### src/rtl/usb_frame_pkg.sv
// Shared frame definitions for the USB RX parser and the future TX framer.
package usb_frame_pkg;

    typedef enum logic [1:0] {ST_HUNT, ST_LEN, ST_PAYLOAD, ST_CKSUM} frame_state_t;

    localparam int MAX_LEN = 255;
    localparam logic [7:0] SYNC_DEFAULT = 8'hA5;

    function automatic logic [7:0] sum_add(input logic [7:0] a, input logic [7:0] b);
        return a + b;
    endfunction

endpackage

### src/rtl/frame_stat_cnt.sv
// Saturating statistics counter; holds at all-ones.
module frame_stat_cnt #(
    parameter int W = 16
) (
    input  logic         clk,
    input  logic         rstn,
    input  logic         inc,
    output logic [W-1:0] cnt
);

    always_ff @(posedge clk) begin
        if (!rstn) begin
            cnt <= '0;
        end else if (inc && (cnt != {W{1'b1}})) begin
            cnt <= cnt + W'(1);
        end
    end

endmodule

### src/rtl/usb_rx_frame_parser.sv
// Frames the ftdi RX byte stream: SYNC, LEN, payload [, CKSUM when FRAME_CKSUM_EN is defined].
// Emits a registered byte stream with last/err and keeps ok/err frame counters.
//
// state      | meaning
// ST_HUNT    | discard bytes until SYNC_BYTE
// ST_LEN     | next byte is payload length (0 is an error)
// ST_PAYLOAD | forward payload bytes
// ST_CKSUM   | checksum byte expected, final payload byte held (FRAME_CKSUM_EN only)
module usb_rx_frame_parser
    import usb_frame_pkg::*;
#(
    parameter logic [7:0] SYNC_BYTE   = SYNC_DEFAULT,
    parameter int         TIMEOUT_CYC = 1024,
    parameter int         CNT_W       = 16
) (
    input  logic             clk,
    input  logic             rstn,
    input  logic             in_valid,
    output logic             in_ready,
    input  logic [7:0]       in_data,
    output logic             out_valid,
    input  logic             out_ready,
    output logic [7:0]       out_data,
    output logic             out_last,
    output logic             out_err,
    output logic [CNT_W-1:0] frame_ok_cnt,
    output logic [CNT_W-1:0] frame_err_cnt
);

    localparam int TMR_W = $clog2(TIMEOUT_CYC);
    localparam int REM_W = $clog2(MAX_LEN + 1);
    localparam logic [TMR_W-1:0] TMR_LAST = TMR_W'(TIMEOUT_CYC - 1);

    frame_state_t     state, state_nxt;
    logic [REM_W-1:0] remaining, remaining_nxt;
    logic [TMR_W-1:0] timer, timer_nxt;
    logic             out_free, accept, stalled;
    logic             emit, emit_last, emit_err, inc_ok, inc_err;
    logic [7:0]       emit_data;
`ifdef FRAME_CKSUM_EN
    logic [7:0]       sum, sum_nxt, pending, pending_nxt;
`endif

    assign out_free = ~out_valid | out_ready;
    assign stalled  = out_valid & ~out_ready;
    assign in_ready = out_free;
    assign accept   = in_valid & in_ready;

    always_ff @(posedge clk) begin
        if (!rstn) begin
            state <= ST_HUNT;
        end else begin
            state <= state_nxt;
        end
    end

    always_comb begin
        state_nxt     = state;
        remaining_nxt = remaining;
        timer_nxt     = timer;
        emit          = 1'b0;
        emit_data     = in_data;
        emit_last     = 1'b0;
        emit_err      = 1'b0;
        inc_ok        = 1'b0;
        inc_err       = 1'b0;
`ifdef FRAME_CKSUM_EN
        sum_nxt       = sum;
        pending_nxt   = pending;
`endif
        case (state)
            ST_HUNT: begin
                if (accept && (in_data == SYNC_BYTE)) state_nxt = ST_LEN;
            end
            ST_LEN: begin
                if (accept) begin
                    if (in_data == 8'd0) begin
                        inc_err   = 1'b1;
                        state_nxt = ST_HUNT;
                    end else begin
                        remaining_nxt = REM_W'(in_data);
`ifdef FRAME_CKSUM_EN
                        sum_nxt       = in_data;
`endif
                        state_nxt     = ST_PAYLOAD;
                    end
                end
            end
            ST_PAYLOAD: begin
                if (accept) begin
                    remaining_nxt = remaining - REM_W'(1);
`ifdef FRAME_CKSUM_EN
                    sum_nxt = sum_add(sum, in_data);
                    if (remaining == REM_W'(1)) begin
                        pending_nxt = in_data;
                        state_nxt   = ST_CKSUM;
                    end else begin
                        emit = 1'b1;
                    end
`else
                    emit      = 1'b1;
                    emit_last = (remaining == REM_W'(1));
                    if (emit_last) begin
                        inc_ok    = 1'b1;
                        state_nxt = ST_HUNT;
                    end
`endif
                end
            end
`ifdef FRAME_CKSUM_EN
            ST_CKSUM: begin
                if (accept) begin
                    emit      = 1'b1;
                    emit_data = pending;
                    emit_last = 1'b1;
                    emit_err  = (sum_add(sum, in_data) != 8'd0);
                    inc_ok    = ~emit_err;
                    inc_err   = emit_err;
                    state_nxt = ST_HUNT;
                end
            end
`endif
            default: state_nxt = ST_HUNT;
        endcase

        // A stalled consumer freezes the timer; an accepted byte always beats a timeout.
        if (state == ST_HUNT || accept) begin
            timer_nxt = '0;
        end else if (!stalled) begin
            if (timer == TMR_LAST) begin
                timer_nxt = '0;
                inc_err   = 1'b1;
                state_nxt = ST_HUNT;
            end else begin
                timer_nxt = timer + TMR_W'(1);
            end
        end
    end

    always_ff @(posedge clk) begin
        if (!rstn) begin
            remaining <= '0;
            timer     <= '0;
`ifdef FRAME_CKSUM_EN
            sum       <= '0;
            pending   <= '0;
`endif
        end else begin
            remaining <= remaining_nxt;
            timer     <= timer_nxt;
`ifdef FRAME_CKSUM_EN
            sum       <= sum_nxt;
            pending   <= pending_nxt;
`endif
        end
    end

    always_ff @(posedge clk) begin
        if (!rstn) begin
            out_valid <= 1'b0;
            out_data  <= '0;
            out_last  <= 1'b0;
            out_err   <= 1'b0;
        end else if (out_free) begin
            out_valid <= emit;
            if (emit) begin
                out_data <= emit_data;
                out_last <= emit_last;
                out_err  <= emit_err;
            end
        end
    end

    frame_stat_cnt #(.W(CNT_W)) u_ok_cnt (
        .clk  (clk),
        .rstn (rstn),
        .inc  (inc_ok),
        .cnt  (frame_ok_cnt)
    );

    frame_stat_cnt #(.W(CNT_W)) u_err_cnt (
        .clk  (clk),
        .rstn (rstn),
        .inc  (inc_err),
        .cnt  (frame_err_cnt)
    );

endmodule

### config.mk
export PLATFORM = sky130hd
export DESIGN_NAME = usb_rx_frame_parser
export DESIGN_NICKNAME = d
export VERILOG_FILES = /design/src/rtl/usb_frame_pkg.sv /design/src/rtl/frame_stat_cnt.sv /design/src/rtl/usb_rx_frame_parser.sv
export SDC_FILE = /design/constraint.sdc
export NUM_CORES = 1
export LEC_CHECK = 0
export ABC_AREA = 1
export BUFFER_PORTS_ARGS = -buffer_cell sky130_fd_sc_hd__buf_2
export CORE_AREA = 4 4 107 109
export CTS_CLUSTER_DIAMETER = 30
export DETAILED_ROUTE_END_ITERATION = 10
export DIE_AREA = 0 0 111 113
export HOLD_SLACK_MARGIN = 0.02
export PLACE_DENSITY = 0.6
export SYNTH_ARGS = -nofsm -noshare
export SYNTH_HDL_FRONTEND = slang
export SYNTH_HIERARCHICAL = 1
export SYNTH_SLANG_ARGS = --single-unit
### constraint.sdc
create_clock -name clk -period 2.8 [get_ports clk]
set_input_delay 0.28 -clock clk [delete_from_list [all_inputs] [get_ports clk]]
set_output_delay 0.28 -clock clk [all_outputs]
set_load 0.03 [all_outputs]
# Yosys cells after proc, flatten, opt, wreduce, memory -nomap -nowiden

Index checks and enable logic that the tools add are counted.
W data, S select, Z words.

Flip-flop bits (word level): 62
Bits of input ports: 12
Output and inout bits: 44
Logic and storage cells: 65

Add/sub/neg operators: 4
Equal/unequal tests: 10
Mux-type cells: 27
Bitwise gates (word level): 6
Reductions and logical operators: 10

Operators with widths:

| kind                    | number |
|---|---|
| $add A16 B1 Y16 const B | 2 |
| $ne A16 B16 Y1 const B  | 2 |
| $mux W8                 | 3 |
| $mux W2                 | 8 |
| $pmux W8 S2             | 1 |
| $mux W1                 | 13 |
| $add A10 B1 Y10 const B | 1 |
| $eq A10 B10 Y1 const B  | 1 |
| $mux W10                | 1 |
| $eq A8 B1 Y1 const B    | 1 |
| $eq A8 B8 Y1 const B    | 1 |
| $logic_not A8 Y1        | 1 |
| $sub A8 B1 Y8 const B   | 1 |
| $ne A2 B2 Y1 const B    | 3 |
| $pmux W2 S3             | 1 |
| $reduce_and A4 Y1       | 1 |
| $logic_and A1 B1 Y1     | 3 |
| $not A1 Y1              | 3 |
| $and A1 B1 Y1           | 2 |
| $eq A2 B1 Y1 const B    | 1 |
| $eq A2 B2 Y1 const B    | 1 |
| $logic_not A2 Y1        | 1 |
| $reduce_and A2 Y1       | 1 |
| $reduce_bool A2 Y1      | 1 |
| 3 further kinds         | 3 |

# Depth between registers and ports, before layout

Word-level depth: 9
Mapped depth: 15
Mapped depth without buffers: 14

# Modules after synthesis

Netlist, hierarchy kept.

By module, submodules not included:

| module              | times used | cells each | area an instance (um^2) | seq. area each (um^2) |
|---|---|---|---|---|
| frame_stat_cnt      | 2          | 149        | 996.0                   | 320.3 |
| usb_rx_frame_parser | 1          | 246        | 1,624.1                 | 600.6 |

# Worst setup path before layout

Ideal clock, no wire load.

Path kind: flip-flop to flip-flop
From: reg out_valid
To: reg u_err_cnt.cnt[13]
Library setup time: 116 ps
Arrival: 1,940 ps
Data required time: 2,684 ps
Path slack: 744 ps
Stages on the path, launching flop included: 14
Path buffers: 1
Period minus slack after synthesis: 2,056 ps
Cells stage by stage: dfxtp_1 nand2_4 nand2_4 inv_2 nor2_4 nand2_1 o31ai_1 buf_4 nand3_1 or2_0 nor2_1 nand3_1 nand2_1 nor2_1

Word-level cells in the longest chain between the ends: 9
Elaborated cells between the ends (all ways): 11
Those cells by class: mux (5); bitwise (4); reduce/logical (2)

RTL lines:

| what                     | RTL line                   | RTL |
|---|---|---|
| start: declaration       | usb_rx_frame_parser.sv:21  | `output logic out_valid,` |
| start signal: assignment | usb_rx_frame_parser.sv:165 | `out_valid <= emit;` |
| $not A1 Y1 *             | usb_rx_frame_parser.sv:44  | `assign out_free = ~out_valid \| out_ready;` |
| $or A1 B1 Y1 *           | usb_rx_frame_parser.sv:44  |  |
| net in_ready             | usb_rx_frame_parser.sv:19  | `output logic in_ready,` |
| $and A1 B1 Y1 *          | usb_rx_frame_parser.sv:47  | `assign accept = in_valid & in_ready;` |
| $mux W1                  | usb_rx_frame_parser.sv:76  | `if (accept) begin` |
| $mux W1                  | usb_rx_frame_parser.sv:71  | `case (state)` |
| $mux W1                  | usb_rx_frame_parser.sv:130 | `if (timer == TMR_LAST) begin` |
| $mux W1                  | usb_rx_frame_parser.sv:129 | `end else if (!stalled) begin` |
| $mux W1 *                | usb_rx_frame_parser.sv:127 | `if (state == ST_HUNT \|\| accept) begin` |
| net inc_err              | usb_rx_frame_parser.sv:38  | `logic emit, emit_last, emit_err, inc_ok, inc_err;` |
| $logic_and A1 B1 Y1 *    | frame_stat_cnt.sv:14       | `end else if (inc && (cnt != {W{1'b1}})) begin` |
| end signal: assignment   | frame_stat_cnt.sv:15       | `cnt <= cnt + W'(1);` |
| end: declaration         | frame_stat_cnt.sv:8        | `output logic [W-1:0] cnt` |

Mark *: on every way through the listed nets, which the timed path passes. The rest lies on a longest branch.
A chain may end at the register's enable or synchronous reset.

# Worst setup path in the final report

From: reg timer[0]
To: reg u_err_cnt.cnt[13]

Word-level cells in the longest chain between the ends: 5

RTL lines:

| what                     | RTL line                   | RTL |
|---|---|---|
| start: declaration       | usb_rx_frame_parser.sv:36  | `logic [TMR_W-1:0] timer, timer_nxt;` |
| start signal: assignment | usb_rx_frame_parser.sv:150 | `timer <= timer_nxt;` |
| $eq A10 B10 Y1           | usb_rx_frame_parser.sv:130 |  |
| $mux W1                  | usb_rx_frame_parser.sv:130 |  |
| $mux W1                  | usb_rx_frame_parser.sv:129 |  |
| $mux W1                  | usb_rx_frame_parser.sv:127 |  |
| net inc_err              | usb_rx_frame_parser.sv:38  |  |
| $logic_and A1 B1 Y1      | frame_stat_cnt.sv:14       |  |

The timed path passes the listed nets, and every way through them passes these cells.

==> results.json <==
{
  "finalMaxSlewViolations": 0,
  "grt-ovfl-total": 0,
  "cp_max_fo": 8,
  "antenna_found_initial": 0,
  "crit_chain": "ha_1, nand2_1, inv_1, nand3_1, nor2_1, nand2_1, o31ai_1, buf_4, nand3_1, or2_0, nor2_1, nand3_1, nand2_1, nor2_1",
  "cts_htree_levels": 3,
  "syn_nets": 561,
  "clk_latency_ns": 0.35,
  "clock-root-buffer": "clkbuf_8",
  "placed_cells": 728,
  "synthCells": 544,
  "min_path_type": "input port to register",
  "dieArea_um2": 12500,
  "design_area_um2": 4130,
  "final_net_count": 616,
  "period_needed_ns": 2.13,
  "grt_usage_pct": 13.9,
  "cts.sink_count": 62,
  "holdPathStages": 3,
  "nFillCells": 1125,
  "synth_top_area_share_pct": 34.3,
  "max_cap_violations": 0,
  "drive_above_1_share_pct": 20.1,
  "synth-seq-cells": 62,
  "clock.fmax_mhz": 470,
  "ir_drop_uv": 164,
  "cts_resized": 0,
  "synthTopCellsByArea": "dfxtp_1 (34%), nand2_1 (14%), nor2_1 (11%)",
  "rr_endpoint": "u_err_cnt/cnt[13]",
  "r2r_slack_ns": 0.67,
  "dpl.hpwl_mm": 6.27,
  "viasPerCell": 4.60,
  "worstHoldStart": "in_data[4]",
  "cts_tree": "done",
  "total_power_mw": 1.67,
  "vias": 3416,
  "power_per_cell_area_nw_per_um2": 404,
  "rsz0062_at_grt": "false",
  "setup-tns-final_ns": 0,
  "p_leak_nw": 1.90,
  "drt_iter0_drc": 154,
  "cts_setup_buffers": 0,
  "end_kind": "register",
  "period_share_pct": 76.1,
  "synth-warning-count": 6,
  "area_growth_pct": 14.3,
  "fin_ws_ns": 0.670,
  "cts-hold-fix-buffers": 0,
  "arrival_ns": 2.37,
  "synth_top_area_cell": "dfxtp_1",
  "clockBufferDepth": 2,
  "drtPass1Iterations": 4,
  "placed_cell_area_um2": 3960,
  "rows": 38,
  "yosysSeqAreaShare_pct": 34.3,
  "wl_mm": 8.41,
  "fin_cells": 742,
  "rr_worst_depth": 14,
  "drt_drc_violations_left": 0,
  "avgSynthCellArea_um2": 6.65,
  "slowest_stage": "dfxtp_1",
  "timing.hold.ws_ns": 0.211,
  "syn_area_um2": 3620,
  "utilization_pct": 39.0,
  "start_util_pct": 34.1,
  "final_hold_viol_count": 0,
  "status": "finished clean",
  "critical_path_class": "register to register",
  "r2r-start": "timer[0]",
  "slowest_delay_ns": 0.36,
  "antennaDiodeCount": 0,
  "gp_congestion": 0.844,
  "ant_nets": 0,
  "die_h_um": 113,
  "wl_per_cell_um": 11.3,
  "clk_pin_slew_ns": 0.07,
  "start_kind": "register",
  "setup_viol": 0,
  "first_global_vias": 3173,
  "crit_required_ns": 3.04,
  "core_um2": 10600,
  "synth_cell_type_count": 31,
  "numCtsBuffers": 9,
  "hold_end": "out_data[4]",
  "finClkSkew_ns": 0.00540,
  "grt_start_max_net_pins": 32,
  "io_buffer_count": 54,
  "grt_pass1_wl_mm": 14.4,
  "die_w_um": 111,
  "pre_cts_slack_ns": 0.671,
  "ios": 56
}
## synth_stat cells (all sizes together)
library cell	count
nand2	155
nor2	137
dfxtp	62
inv	53
nand3	42
a21oi	34
o21ai	20
nand4	9
buf	8
nor3	6
ha	5
clkbuf	4
xor2	4
or2	2
conb	1
o31ai	1
xnor2	1
## critical path: cells and delay by family (launching register included)
kind | cells | cell delay (ns)
simple gates | 10 | 1.08
flops | 1 | 0.36
buf+inv | 2 | 0.30
fa+ha+maj | 1 | 0.18
compound gates | 1 | 0.11
## cell families (layout without fill, tap and decap cells)
group,after synthesis,count (layout),share of synthesized area (%)
buffers and inverters,65,123,8.86
adder cells (fa/ha/maj),5,5,1.73
XOR/XNOR,5,5,1.21
other,1,1,0.104
flip-flops,62,62,34.3
AO/OA/AOI/OAI,55,55,7.68
AND/OR/NAND/NOR,351,351,46.1
## routing by layer
| layer | part of all wire, % | GRT usage [%] | vias up |
|---|---|---|---|
| met2 | 46 | 22.9 | 62 |
| met4 | 1.3 | 5.91 | 0 |
| met5 | 0 | 0 | - |
| met3 | 4.5 | 3.32 | 9 |
| li1 | - | - | 1819 |
| met1 | 48 | 17.5 | 1526 |
## state kept, by name, indices dropped and copies added, names as in the netlist
| name | count |
|---|---|
| remaining | 8 |
| timer | 10 |
| u_ok_cnt/cnt | 16 |
| state | 2 |
| out_last | 1 |
| u_err_cnt/cnt | 16 |
| out_data | 8 |
| out_valid | 1 |
## power breakdown
group	internal (mW)	switching (mW)	leakage [nW]
sequential	0.882	0.000250	0.499
clock	0.383	0.344	0.0914
combinational	0.0189	0.0399	1.31
total	1.28	0.385	1.90
## area by class of cell
cell class | instances | area [µm²] | share of cell area, %
Clock buffer | 13 | 169 | 4.09
Timing Repair Buffer | 56 | 285 | 6.90
Clock inverter | 1 | 5.00 | 0.121
Inverter | 53 | 201 | 4.88
Multi-Input combinational cell | 417 | 2050 | 49.7
Sequential cell | 62 | 1240 | 30.0
Tap cell | 140 | 175 | 4.24
## worst max path at each step
stage          slack, ns                end  startpoint
2_1_floorplan       0.74  u_err_cnt/cnt[13]   out_valid
3_3_place_gp        0.68  u_err_cnt/cnt[13]  in_data[7]
3_5_place_dp        0.67  u_err_cnt/cnt[13]  in_data[7]
4_1_cts             0.67  u_err_cnt/cnt[13]    timer[1]
5_1_grt             0.42  u_err_cnt/cnt[14]    timer[1]
6_report            0.67  u_err_cnt/cnt[13]    timer[0]
## placed cells by master (no fill, tap or decap), types with 2 or more instances in the layout
master / netlist / final
buf_2: 2 / 54
o21ai_0: 17 / 17
or2_0: 2 / 2
inv_1: 49 / 49
nand2_1: 139 / 139
buf_4: 3 / 2
a21oi_1: 34 / 34
inv_2: 3 / 3
nor3_1: 5 / 5
clkbuf_8: 2 / 12
nor2_4: 12 / 12
nor2_1: 108 / 108
xor2_1: 4 / 4
nand3_1: 42 / 42
nand2_4: 6 / 6
nor2_8: 3 / 3
dfxtp_1: 62 / 62
nor2_2: 14 / 14
nand4_2: 2 / 2
nand2_2: 10 / 10
o21ai_1: 3 / 3
nand4_1: 7 / 7
ha_1: 5 / 5
Power figures use the tool's default switching activity.
